## config.mk

```make
export PLATFORM = sky130hd
export DESIGN_NAME = alu_control_unit_flat
export DESIGN_NICKNAME = d
export VERILOG_FILES = /design/src/rtl/alu_control_unit_if.sv /design/src/rtl/alu_control_unit.sv /design/src/flat_wrapper.sv
export SDC_FILE = /design/constraint.sdc
export NUM_CORES = 1
export LEC_CHECK = 0
export CORE_ASPECT_RATIO = 1.5
export CORE_MARGIN = 4
export CORE_UTILIZATION = 55
export CTS_CLUSTER_DIAMETER = 100
export CTS_CLUSTER_SIZE = 30
export DETAILED_ROUTE_END_ITERATION = 16
export PLACE_DENSITY = 0.84
export SYNTH_ARGS = -nofsm -noshare
export SYNTH_HDL_FRONTEND = slang
export SYNTH_SLANG_ARGS = --single-unit
```

## constraint.sdc

```tcl
create_clock -name clk -period 6.9 [get_ports clk]
set_input_delay 1.035 -clock clk [delete_from_list [all_inputs] [get_ports clk]]
set_output_delay 1.035 -clock clk [all_outputs]
set_load 0.02 [all_outputs]
```

## src/rtl/alu_control_unit_if.sv

```systemverilog
// alu_control_unit_if: instruction handshake, ALU drive/return and status lines of the ALU control unit
interface alu_control_unit_if #(
    parameter int DW = 8,
    parameter int IW = 16
);
    logic [IW-1:0] instr;
    logic          instr_valid;
    logic          instr_ready;
    logic [DW-1:0] alu_a;
    logic [DW-1:0] alu_b;
    logic [2:0]    alu_sel;
    logic [DW-1:0] alu_oper;
    logic          alu_zero;
    logic          zflag;
    logic [DW-1:0] data_out;
    logic          data_valid;
    logic          done;

    modport master (
        output instr, instr_valid, alu_oper, alu_zero,
        input  instr_ready, alu_a, alu_b, alu_sel, zflag, data_out, data_valid, done
    );

    modport slave (
        input  instr, instr_valid, alu_oper, alu_zero,
        output instr_ready, alu_a, alu_b, alu_sel, zflag, data_out, data_valid, done
    );
endinterface

```

## src/rtl/alu_control_unit.sv

```systemverilog
// alu_control_unit: multi-cycle control unit driving an 8-bit ALU; optional debug read port under ALU_CU_DBG_EN
module alu_control_unit #(
    parameter int DW   = 8,
    parameter int NREG = 4,
    parameter int IW   = 16
) (
    input  logic               clk,
    input  logic               rst,
    alu_control_unit_if.slave  bus
`ifdef ALU_CU_DBG_EN
    ,
    input  logic [1:0]         dbg_idx,
    output logic [DW-1:0]      dbg_data
`endif
);
    typedef enum logic [1:0] {IDLE, DEC, EXE, WB} state_t;

    state_t        state, state_nx;
    logic [IW-1:0] ir;
    logic [DW-1:0] rf [NREG];
    logic [DW-1:0] result;
    logic          zflag_nx;

    wire       is_alu = ~ir[15];
    wire       is_ldi = ir[15:14] == 2'b10;
    wire       is_out = ir[15:14] == 2'b11;
    wire [1:0] rd     = ir[11:10];
    wire [1:0] rs     = ir[9:8];
    wire [1:0] rt     = ir[7:6];

    assign bus.instr_ready = state == IDLE;
    assign bus.done        = state == WB;

`ifdef ALU_CU_DBG_EN
    assign dbg_data = rf[dbg_idx];
`endif

    // state register
    always_ff @(posedge clk or posedge rst) begin
        if (rst) state <= IDLE;
        else     state <= state_nx;
    end

    // next state: ALU ops pass through EXE, LDI/OUT skip straight to WB
    always_comb begin
        state_nx = state;
        case (state)
            IDLE:    state_nx = bus.instr_valid ? DEC : IDLE;
            DEC:     state_nx = is_alu ? EXE : WB;
            EXE:     state_nx = WB;
            default: state_nx = IDLE;
        endcase
    end

    // datapath: latch instruction, drive ALU, capture result, write back
    always_ff @(posedge clk or posedge rst) begin
        if (rst) begin
            ir             <= '0;
            result         <= '0;
            zflag_nx       <= 1'b0;
            bus.alu_a      <= '0;
            bus.alu_b      <= '0;
            bus.alu_sel    <= '0;
            bus.zflag      <= 1'b0;
            bus.data_out   <= '0;
            bus.data_valid <= 1'b0;
            for (int i = 0; i < NREG; i++) rf[i] <= '0;
        end else begin
            bus.data_valid <= 1'b0;
            if (state == IDLE && bus.instr_valid) ir <= bus.instr;
            if (state == DEC && is_alu) begin
                bus.alu_a   <= rf[rs];
                bus.alu_b   <= rf[rt];
                bus.alu_sel <= ir[14:12];
            end
            if (state == EXE) begin
                result   <= bus.alu_oper;
                zflag_nx <= bus.alu_zero;
            end
            if (state == WB) begin
                if (is_alu) begin
                    rf[rd]    <= result;
                    bus.zflag <= zflag_nx;
                end
                if (is_ldi) rf[rd] <= ir[7:0];
                if (is_out) begin
                    bus.data_out   <= rf[rs];
                    bus.data_valid <= 1'b1;
                end
            end
        end
    end
endmodule

```

## src/flat_wrapper.sv

```systemverilog
// flat-port wrapper written by rule: the top's interface ports become plain ports
module alu_control_unit_flat 
#(
    parameter int DW   = 8,
    parameter int NREG = 4,
    parameter int IW   = 16
)
  (clk, rst, bus_instr, bus_instr_valid, bus_alu_oper, bus_alu_zero, bus_instr_ready, bus_alu_a, bus_alu_b, bus_alu_sel, bus_zflag, bus_data_out, bus_data_valid, bus_done);
  alu_control_unit_if #(.DW(DW), .IW(IW)) bus_i ();
  input  logic clk;
  input  logic rst;
  input wire logic [$bits(bus_i.instr)-1:0] bus_instr;
  input wire logic [$bits(bus_i.instr_valid)-1:0] bus_instr_valid;
  input wire logic [$bits(bus_i.alu_oper)-1:0] bus_alu_oper;
  input wire logic [$bits(bus_i.alu_zero)-1:0] bus_alu_zero;
  output wire logic [$bits(bus_i.instr_ready)-1:0] bus_instr_ready;
  output wire logic [$bits(bus_i.alu_a)-1:0] bus_alu_a;
  output wire logic [$bits(bus_i.alu_b)-1:0] bus_alu_b;
  output wire logic [$bits(bus_i.alu_sel)-1:0] bus_alu_sel;
  output wire logic [$bits(bus_i.zflag)-1:0] bus_zflag;
  output wire logic [$bits(bus_i.data_out)-1:0] bus_data_out;
  output wire logic [$bits(bus_i.data_valid)-1:0] bus_data_valid;
  output wire logic [$bits(bus_i.done)-1:0] bus_done;
  assign bus_i.instr = bus_instr;
  assign bus_i.instr_valid = bus_instr_valid;
  assign bus_i.alu_oper = bus_alu_oper;
  assign bus_i.alu_zero = bus_alu_zero;
  assign bus_instr_ready = bus_i.instr_ready;
  assign bus_alu_a = bus_i.alu_a;
  assign bus_alu_b = bus_i.alu_b;
  assign bus_alu_sel = bus_i.alu_sel;
  assign bus_zflag = bus_i.zflag;
  assign bus_data_out = bus_i.data_out;
  assign bus_data_valid = bus_i.data_valid;
  assign bus_done = bus_i.done;
  alu_control_unit #(.DW(DW), .NREG(NREG), .IW(IW)) u_core (.clk(clk), .rst(rst), .bus(bus_i));
endmodule
```

# --- After elaboration in Yosys (flattened, before gate mapping) ---
# Cells that the tools add are included.
word_totals:
  reg_bits: 88
  out_inout_bits: 31
classes:
  magnitude_cmp: 4
  n_eq_ne: 5
  mux: 18
  n_bitwise: 4
  n_reduce_logical: 6
ops:
  columns: ["cell", "count"]
  rows:
  - ["two-way mux 32 bit", 3]
  - ["bitwise mux 32 bit", 2]
  - ["two-way mux 8 bit", 5]
  - ["binary-select mux 8 bit (select 2 bit)", 2]
  - ["demux 8 bit (select 2 bit)", 1]
  - [">= comparator 3 bit, second input constant", 3]
  - ["NOT 2 -> 3 bit", 3]
  - ["equality test 2 bit, second input constant", 4]
  - ["one-hot mux 2 bit (3 select lines)", 1]
  - ["two-way mux 1 bit", 4]
  - ["AND reduction 2 bit", 2]
  - ["logical AND 1 bit", 3]
  - ["< comparator 3 x 1 -> 1 bit, second input constant", 1]
  - ["equality test 2 x 1 -> 1 bit, second input constant", 1]
  - ["zero test 2 bit", 1]
  - ["NOT 1 bit", 1]

# --- Depth between registers and ports, before layout ---
# Gate-level depths: netlist of the first run.
logic_depth:
  ltp_word: 10
  mapped_depth: 7

# --- Worst setup path before layout of the first run ---
# Ideal clock, no wire load.
synth_path:
  path_kind: "in2reg"
  startpoint: "input bus_instr_valid"
  endpoint: "register u_core.ir[0]"
  setup_time_ns: 0.125
  arrival_ns: 1.813
  required_time_ns: 6.775
  slack_ns: 4.962
  cell_stages: 3
  path_buffers: 1
  path_cell_list: "nand2_1 -> buf_2 -> mux2_2"
synth_between:
  elab_chain_len: 1
synth_rtl:
  columns: ["item", "line", "text"]
  rows:
  - ["from (decl)", "flat_wrapper.sv:13", "input wire logic [$bits(bus_i.instr_valid)-1:0] bus_instr_valid;"]
  - ["logical AND 1 bit", "alu_control_unit.sv:70", "if (state == IDLE && bus.instr_valid) ir <= bus.instr;"]
  - ["to (signal assigned)", "alu_control_unit.sv:70", null]
  - ["to (decl)", "alu_control_unit.sv:19", "logic [IW-1:0] ir;"]
# Every way passes these cells.
# A chain may end at the register's enable or synchronous reset.

# --- Worst setup path after layout of the first run ---
layout_path:
  startpoint: "register u_core.state[0]"
  endpoint: "output bus_done"
layout_between:
  elab_chain_len: 1
layout_rtl:
  columns: ["item", "line", "text"]
  rows:
  - ["from (decl)", "alu_control_unit.sv:18", "state_t state, state_nx;"]
  - ["from (signal assigned)", "alu_control_unit.sv:41", "else state <= state_nx;"]
  - ["equality test 2 bit", "alu_control_unit.sv:32", "assign bus.done = state == WB;"]
  - ["to (decl)", "flat_wrapper.sv:23", "output wire logic [$bits(bus_i.done)-1:0] bus_done;"]
# Every way passes these cells.

==> impl_metrics.env, run 1 <==
export IMPL_numPortBuffers=58
export IMPL_track_usage_pct=21.0
export IMPL_antenna_found_initial=0
export IMPL_grt_max_degree=89
export IMPL_syn_num_nets=340
export IMPL_via_per_inst=6.26
export IMPL_path_clk_slew_ns=0.08
export IMPL_worst_setup_path_end_kind="primary output"
export IMPL_place_area_um2=4600
export IMPL_worstPathMaxFanout=21
export IMPL_nets=395
export IMPL_hpwl_um=5930
export IMPL_setup_tns_ns=0
export IMPL_cts_sinks=88
export IMPL_fin_crit_sh_pct=43.4
export IMPL_cts_hold_fix_buffers=0
export IMPL_via_count=2784
export IMPL_rows=37
export IMPL_layout_commonest_cell="dfrtp_1"
export IMPL_syn_area_um2=3990
export IMPL_cts_setup_buffers=0
export IMPL_die_w_um=77.6
export IMPL_wl_per_cell_um=18.9
export IMPL_fmax_mhz=334
export IMPL_clk_latency_ns=0.36
export IMPL_peakVddDrop_mv=0.303
export IMPL_cts_resized=0
export IMPL_total_leakage_power_nw=2.12
export IMPL_design_area_um2=4820
export IMPL_finalClockSkew_ns=0.0129
export IMPL_cp_arrival_ns=1.96
export IMPL_syn_inst=308
export IMPL_cp_required_ns=5.86
export IMPL_cts_tree="done"
export IMPL_gp_congestion=0.881
export IMPL_area_growth_pct=20.7
export IMPL_synth_cell_types=21
export IMPL_fp_coreArea_um2=6940
export IMPL_hold_violations=0
export IMPL_firstDrtPassIters=6
export IMPL_yosys_warnings=0
export IMPL_start_util_pct=57.5
export IMPL_slew_headroom_pct=29.1
export IMPL_tightest_slew_ns=1.06
export IMPL_final_cell_mix="88 x dfrtp_1, 58 x clkdlybuf4s50_1, 37 x mux2_2"
export IMPL_ctsHtreeMaxLevel=3
export IMPL_power_density_nw_per_um2=514
export IMPL_grt_ovfl_total=0
export IMPL_setup_viol=0
export IMPL_antenna_cells=0
export IMPL_drive_gt1_share_pct=20.4
export IMPL_die_h_um=112
export IMPL_die_area_um2=8710
export IMPL_status="completed"
export IMPL_grt_pass1_wl_um=14300
export IMPL_slew_violations=0
export IMPL_period_needed_ns=3.00
export IMPL_drv_cap=0
export IMPL_pin_count=59
export IMPL_ant_nets=0
export IMPL_place_inst=430
export IMPL_synth_seq_cells=88
export IMPL_finalWirelength_um=8430
export IMPL_rsz0062_at_grt="false"
export IMPL_drt_initial_drc_count=271
export IMPL_reg2reg_depth=4
export IMPL_cts_buffer_depth=2
export IMPL_drc=0
export IMPL_grt_pass1_vias=2907
export IMPL_reg2reg_from="u_core.state[0]$_DFF_PP0_"
export IMPL_worst_setup_path_start_kind="register"
export IMPL_numCtsBuffers=9
export IMPL_cp_endpoint="bus_done"
export IMPL_syn_area_per_cell_um2=13.0
export IMPL_path_class="reg2out"
export IMPL_reg2reg_slack_ns=4.34
export IMPL_ys_seq_area_share_pct=55.2
export IMPL_crit_start="u_core.state[0]$_DFF_PP0_"
export IMPL_r2r_end="u_core.rf[2]$_DFFE_PP0P_"
export IMPL_hp_class="reg2reg"
export IMPL_cts_root_buf="clkbuf_8"
export IMPL_final_cells=445
[critical path, cell delays in order, from the launching register on]
cell             delay [ns]
dfrtp_1                0.38
ha_1                   0.51
clkdlybuf4s50_1        0.72
[registers in the layout, summed over array words and instances (netlist names)]
signal / flops
u_core.bus.alu_a: 8
u_core.bus.alu_b: 8
u_core.bus.alu_sel: 3
u_core.bus.data_out: 8
u_core.bus.data_valid: 1
u_core.bus.zflag: 1
u_core.ir: 16
u_core.result: 8
u_core.rf: 32
u_core.state: 2
u_core.zflag_nx: 1
[Yosys cell counts]
cell type  count  area share, %
a21boi_2       1           0.28
a21oi_1       10            1.3
a221oi_1       8            1.8
a222oi_1      24            6.0
buf_2          9            1.1
buf_6          2           0.56
clkbuf_1       5           0.47
dfrtp_1       88             55
ha_1           4            1.3
inv_1         36            3.4
mux2_2        37             10
mux4_2        16            9.0
nand2_1       18            1.7
nand2b_1       4           0.63
nand3_1        2           0.25
nand3b_4       2            1.0
nor2_1         7           0.66
nor2b_1       17            2.7
nor3_1         1           0.13
nor3_2         1           0.25
o21ai_0       16            2.0
[power breakdown]
group          switching, mW  internal (mW)
Sequential             0.224          0.775
Combinational          0.505          0.588
Clock                  0.175          0.212
Total                  0.904           1.57
[metal layers]
metal  track usage [%]  up-vias  wire length, um
li1                  -     1241                -
met1              25.4     1386             3170
met2              35.3      130             4420
met3              3.69       27              552
met4              12.0        0              284
met5                 0        -                0
[stage by stage]
stage / setup WS (ns) / hold slack [ns] / power, mW / utilization, %
after global routing: 3.75 / 0.499 / 2.64 / 69.4
after detailed placement: 4.28 / 0.469 / 2.11 / 66.3
after CTS: 3.88 / 0.486 / 2.49 / 69.4
after floorplan: 3.59 / 0.475 / 1.74 / -
final: 3.90 / 0.479 / 2.48 / 69.4
after global placement: 4.34 / 0.459 / 2.05 / 66.3
[area by class of cell]
| class | instances | area [um2] |
|---|---|---|
| clock inverter | 5 | 81.3 |
| clock buffer | 10 | 138 |
| tap | 78 | 97.6 |
| inverter | 36 | 136 |
| fill | 499 | 2120 |
| multi-input combinational | 168 | 1570 |
| timing repair buffer | 60 | 596 |
| sequential | 88 | 2200 |
[kinds of logic (layout without fill, tap and decap cells)]
group / count (synthesis) / count (layout) / synth area share [%]
adders and majority gates: 4 / 4 / 1.25
and+or+nand+nor: 52 / 52 / 7.27
buffers and inverters: 52 / 111 / 5.55
AOI/OAI and AO/OA: 59 / 59 / 11.3
muxes: 53 / 53 / 19.5
DFF: 88 / 88 / 55.2
[worst min path at each step]
stage | depth (start not counted) | slack, ns | end | start
5_1_grt | 2 | 0.50 | u_core.bus.alu_a[6]$_DFFE_PP0P_ | u_core.bus.alu_a[6]$_DFFE_PP0P_
4_1_cts | 2 | 0.49 | u_core.bus.data_out[7]$_DFFE_PP0P_ | u_core.bus.data_out[7]$_DFFE_PP0P_
2_1_floorplan | 1 | 0.47 | u_core.bus.alu_sel[0]$_DFFE_PP0P_ | u_core.ir[12]$_DFFE_PP0P_
3_5_place_dp | 2 | 0.47 | u_core.bus.data_out[7]$_DFFE_PP0P_ | u_core.bus.data_out[7]$_DFFE_PP0P_
3_3_place_gp | 2 | 0.46 | u_core.bus.alu_a[4]$_DFFE_PP0P_ | u_core.bus.alu_a[4]$_DFFE_PP0P_
6_report | 2 | 0.48 | u_core.bus.data_out[7]$_DFFE_PP0P_ | u_core.bus.data_out[7]$_DFFE_PP0P_
No activity file was read; power rests on OpenSTA's default activity.
==> run 2: changes to the inputs <==
--- a/config.mk
+++ b/config.mk
@@ -7,11 +7,11 @@
 export LEC_CHECK = 0
 export CORE_ASPECT_RATIO = 1.5
 export CORE_MARGIN = 4
-export CORE_UTILIZATION = 55
+export CORE_UTILIZATION = 54
 export CTS_CLUSTER_DIAMETER = 100
 export CTS_CLUSTER_SIZE = 30
 export DETAILED_ROUTE_END_ITERATION = 16
-export PLACE_DENSITY = 0.84
+export PLACE_DENSITY = 0.83
 export SYNTH_ARGS = -nofsm -noshare
 export SYNTH_HDL_FRONTEND = slang
 export SYNTH_SLANG_ARGS = --single-unit
==> constraint.sdc (replaced) <==
create_clock -name clk -period 2.85 [get_ports clk]
set_input_delay 0.4275 -clock clk [delete_from_list [all_inputs] [get_ports clk]]
set_output_delay 0.4275 -clock clk [all_outputs]
set_load 0.02 [all_outputs]
==> run 2 against run 1 <==
Register-to-register slack lost 3.7 ns. Via count shrank 2.3%. Cell area grew 0.57%. Combinational power grew 140%. Clock power grew 120%. Count of clock-buffer cells in the layout grew 3. Worst setup slack lost 3.4 ns. Die area grew 1.7%. Non-clock buffer count grew 1. Largest cell class unchanged. Highest routed layer unchanged.
==> impl_metrics.env, run 2 (synthesis gave the netlist of run 1 again) <==
export IMPL_status="completed"
export IMPL_dr_wl_met3_um=471
export IMPL_grt_ovfl_total=0
export IMPL_area_growth_pct=21.4
export IMPL_setup_tns_ns=0
export IMPL_numPortBuffers=58
export IMPL_finalClockSkew_ns=0.0136
export IMPL_dp_slack_ns=0.690
export IMPL_grt_max_degree=48
export IMPL_fp_coreArea_um2=7230
export IMPL_power_density_nw_per_um2=1230
export IMPL_die_w_um=78.2
export IMPL_hp_class="reg2reg"
export IMPL_pin_count=59
export IMPL_wl_per_cell_um=17.7
export IMPL_cp_required_ns=2.42
export IMPL_drt_initial_drc_count=264
export IMPL_antenna_cells=0
export IMPL_setup_slack_ns=0.462
export IMPL_finalWirelength_um=8320
export IMPL_hold_violations=0
export IMPL_worstPathMaxFanout=21
export IMPL_slew_headroom_pct=37.2
export IMPL_wl_met1_um=3190
export IMPL_final_cell_mix="88 x dfrtp_1, 58 x clkdlybuf4s50_1, 37 x mux2_2"
export IMPL_start_util_pct=55.2
export IMPL_cts_resized=0
export IMPL_cts_tree="done"
export IMPL_peakVddDrop_mv=0.699
export IMPL_path_clk_slew_ns=0.08
export IMPL_die_h_um=113
export IMPL_cts_setup_buffers=0
export IMPL_largest_register="u_core.rf"
export IMPL_fin_crit_sh_pct=83.8
export IMPL_via_count=2721
export IMPL_ant_nets=0
export IMPL_rows=38
export IMPL_setup_viol=0
export IMPL_drive_gt1_share_pct=20.3
export IMPL_fmax_mhz=419
export IMPL_reg2reg_from="u_core.state[0]$_DFF_PP0_"
export IMPL_place_inst=453
export IMPL_cts_buffer_depth=2
export IMPL_cts_root_buf="clkbuf_8"
export IMPL_r2r_end="u_core.rf[5]$_DFFE_PP0P_"
export IMPL_track_usage_pct=20.8
export IMPL_slew_violations=0
export IMPL_reg2reg_slack_ns=0.61
export IMPL_cp_arrival_ns=1.96
export IMPL_gp_congestion=0.889
export IMPL_hpwl_um=6090
export IMPL_grt_pass1_wl_um=14000
export IMPL_hold_worst_slack_ns=0.479
export IMPL_path_class="reg2out"
export IMPL_die_area_um2=8860
export IMPL_drc=0
export IMPL_ctsHtreeMaxLevel=3
export IMPL_top_layer_used="met4"
export IMPL_rsz0062_at_grt="false"
export IMPL_antenna_found_initial=0
export IMPL_layout_commonest_cell="dfrtp_1"
export IMPL_via_per_inst=5.80
export IMPL_worst_setup_path_end_kind="primary output"
export IMPL_nets=396
export IMPL_reg_largest_list="u_core.rf: 32 flops, u_core.ir: 16 flops"
export IMPL_period_needed_ns=2.39
export IMPL_worst_setup_path_start_kind="register"
export IMPL_final_cells=469
export IMPL_total_leakage_power_nw=2.13
export IMPL_grt_pass1_vias=2814
export IMPL_cts_hold_fix_buffers=0
export IMPL_reg2reg_depth=4
export IMPL_clk_latency_ns=0.36
export IMPL_cts_sinks=88
export IMPL_hold_depth=2
export IMPL_min_delay_start="u_core.bus.data_out[0]$_DFFE_PP0P_"
export IMPL_nFillCells=573
export IMPL_utilization_pct=67.1
export IMPL_tightest_slew_ns=0.934
export IMPL_numCtsBuffers=9
export IMPL_largest_reg_flops=32
export IMPL_min_to="u_core.bus.data_out[0]$_DFFE_PP0P_"
export IMPL_wl_met2_um=4410
export IMPL_drv_cap=0
export IMPL_firstDrtPassIters=7
[run 2: changes by cell type in the layout (fill, tap and decap cells not counted)]
cell	delta
clkbuf_1	+2
clkbuf_8	+1
clkinv_2	+1
clkinv_4	-1
clkinvlp_4	-1
bufinv_16	-1
buf_12	+1
[run 2: worst max-delay path by stage]
stage	start	to	slack (ns)	cells past startpoint
5_1_grt	u_core.state[1]$_DFF_PP0_	bus_done	0.34	2
3_3_place_gp	u_core.state[0]$_DFF_PP0_	u_core.rf[6]$_DFFE_PP0P_	0.83	4
4_1_cts	u_core.state[0]$_DFF_PP0_	bus_done	0.45	2
2_1_floorplan	rst	u_core.bus.alu_a[0]$_DFFE_PP0P_	0.14	1
6_report	u_core.state[0]$_DFF_PP0_	bus_done	0.46	2
3_5_place_dp	u_core.state[1]$_DFF_PP0_	u_core.rf[5]$_DFFE_PP0P_	0.69	4
[run 2: metal layers]
metal  vias to the layer above  track usage (%)
met5                         -                0
met4                         0             8.63
met3                        20             4.46
met2                       128             35.5
met1                      1327             25.5
li1                       1246                -
[run 2: report_power, final]
group / internal [mW] / switching [mW]
Clock: 0.451 / 0.409
Sequential: 1.88 / 0.541
Combinational: 1.43 / 1.23
Total: 3.76 / 2.18
[run 2: layout make-up]
cell class / instances / area, um2 / area share (%)
clock inverters: 3 / 40.0 / 0.826
well taps: 100 / 125 / 2.58
flip-flops and latches: 88 / 2200 / 45.4
multi-input cells: 168 / 1570 / 32.4
inverters: 36 / 136 / 2.81
clock buffers: 13 / 159 / 3.28
repair buffers: 61 / 616 / 12.7
[run 2: per-stage QoR]
stage          power (mW)  cell area, um2
2_1_floorplan        4.22            3990
3_3_place_gp         5.00            4650
3_5_place_dp         5.12            4650
4_1_cts              5.97            4850
5_1_grt              6.34            4850
6_report             5.94            4850
[run 2: critical path, stage by stage, from the launching register on]
cell	delay, ns
dfrtp_1	0.39
ha_1	0.50
clkdlybuf4s50_1	0.71
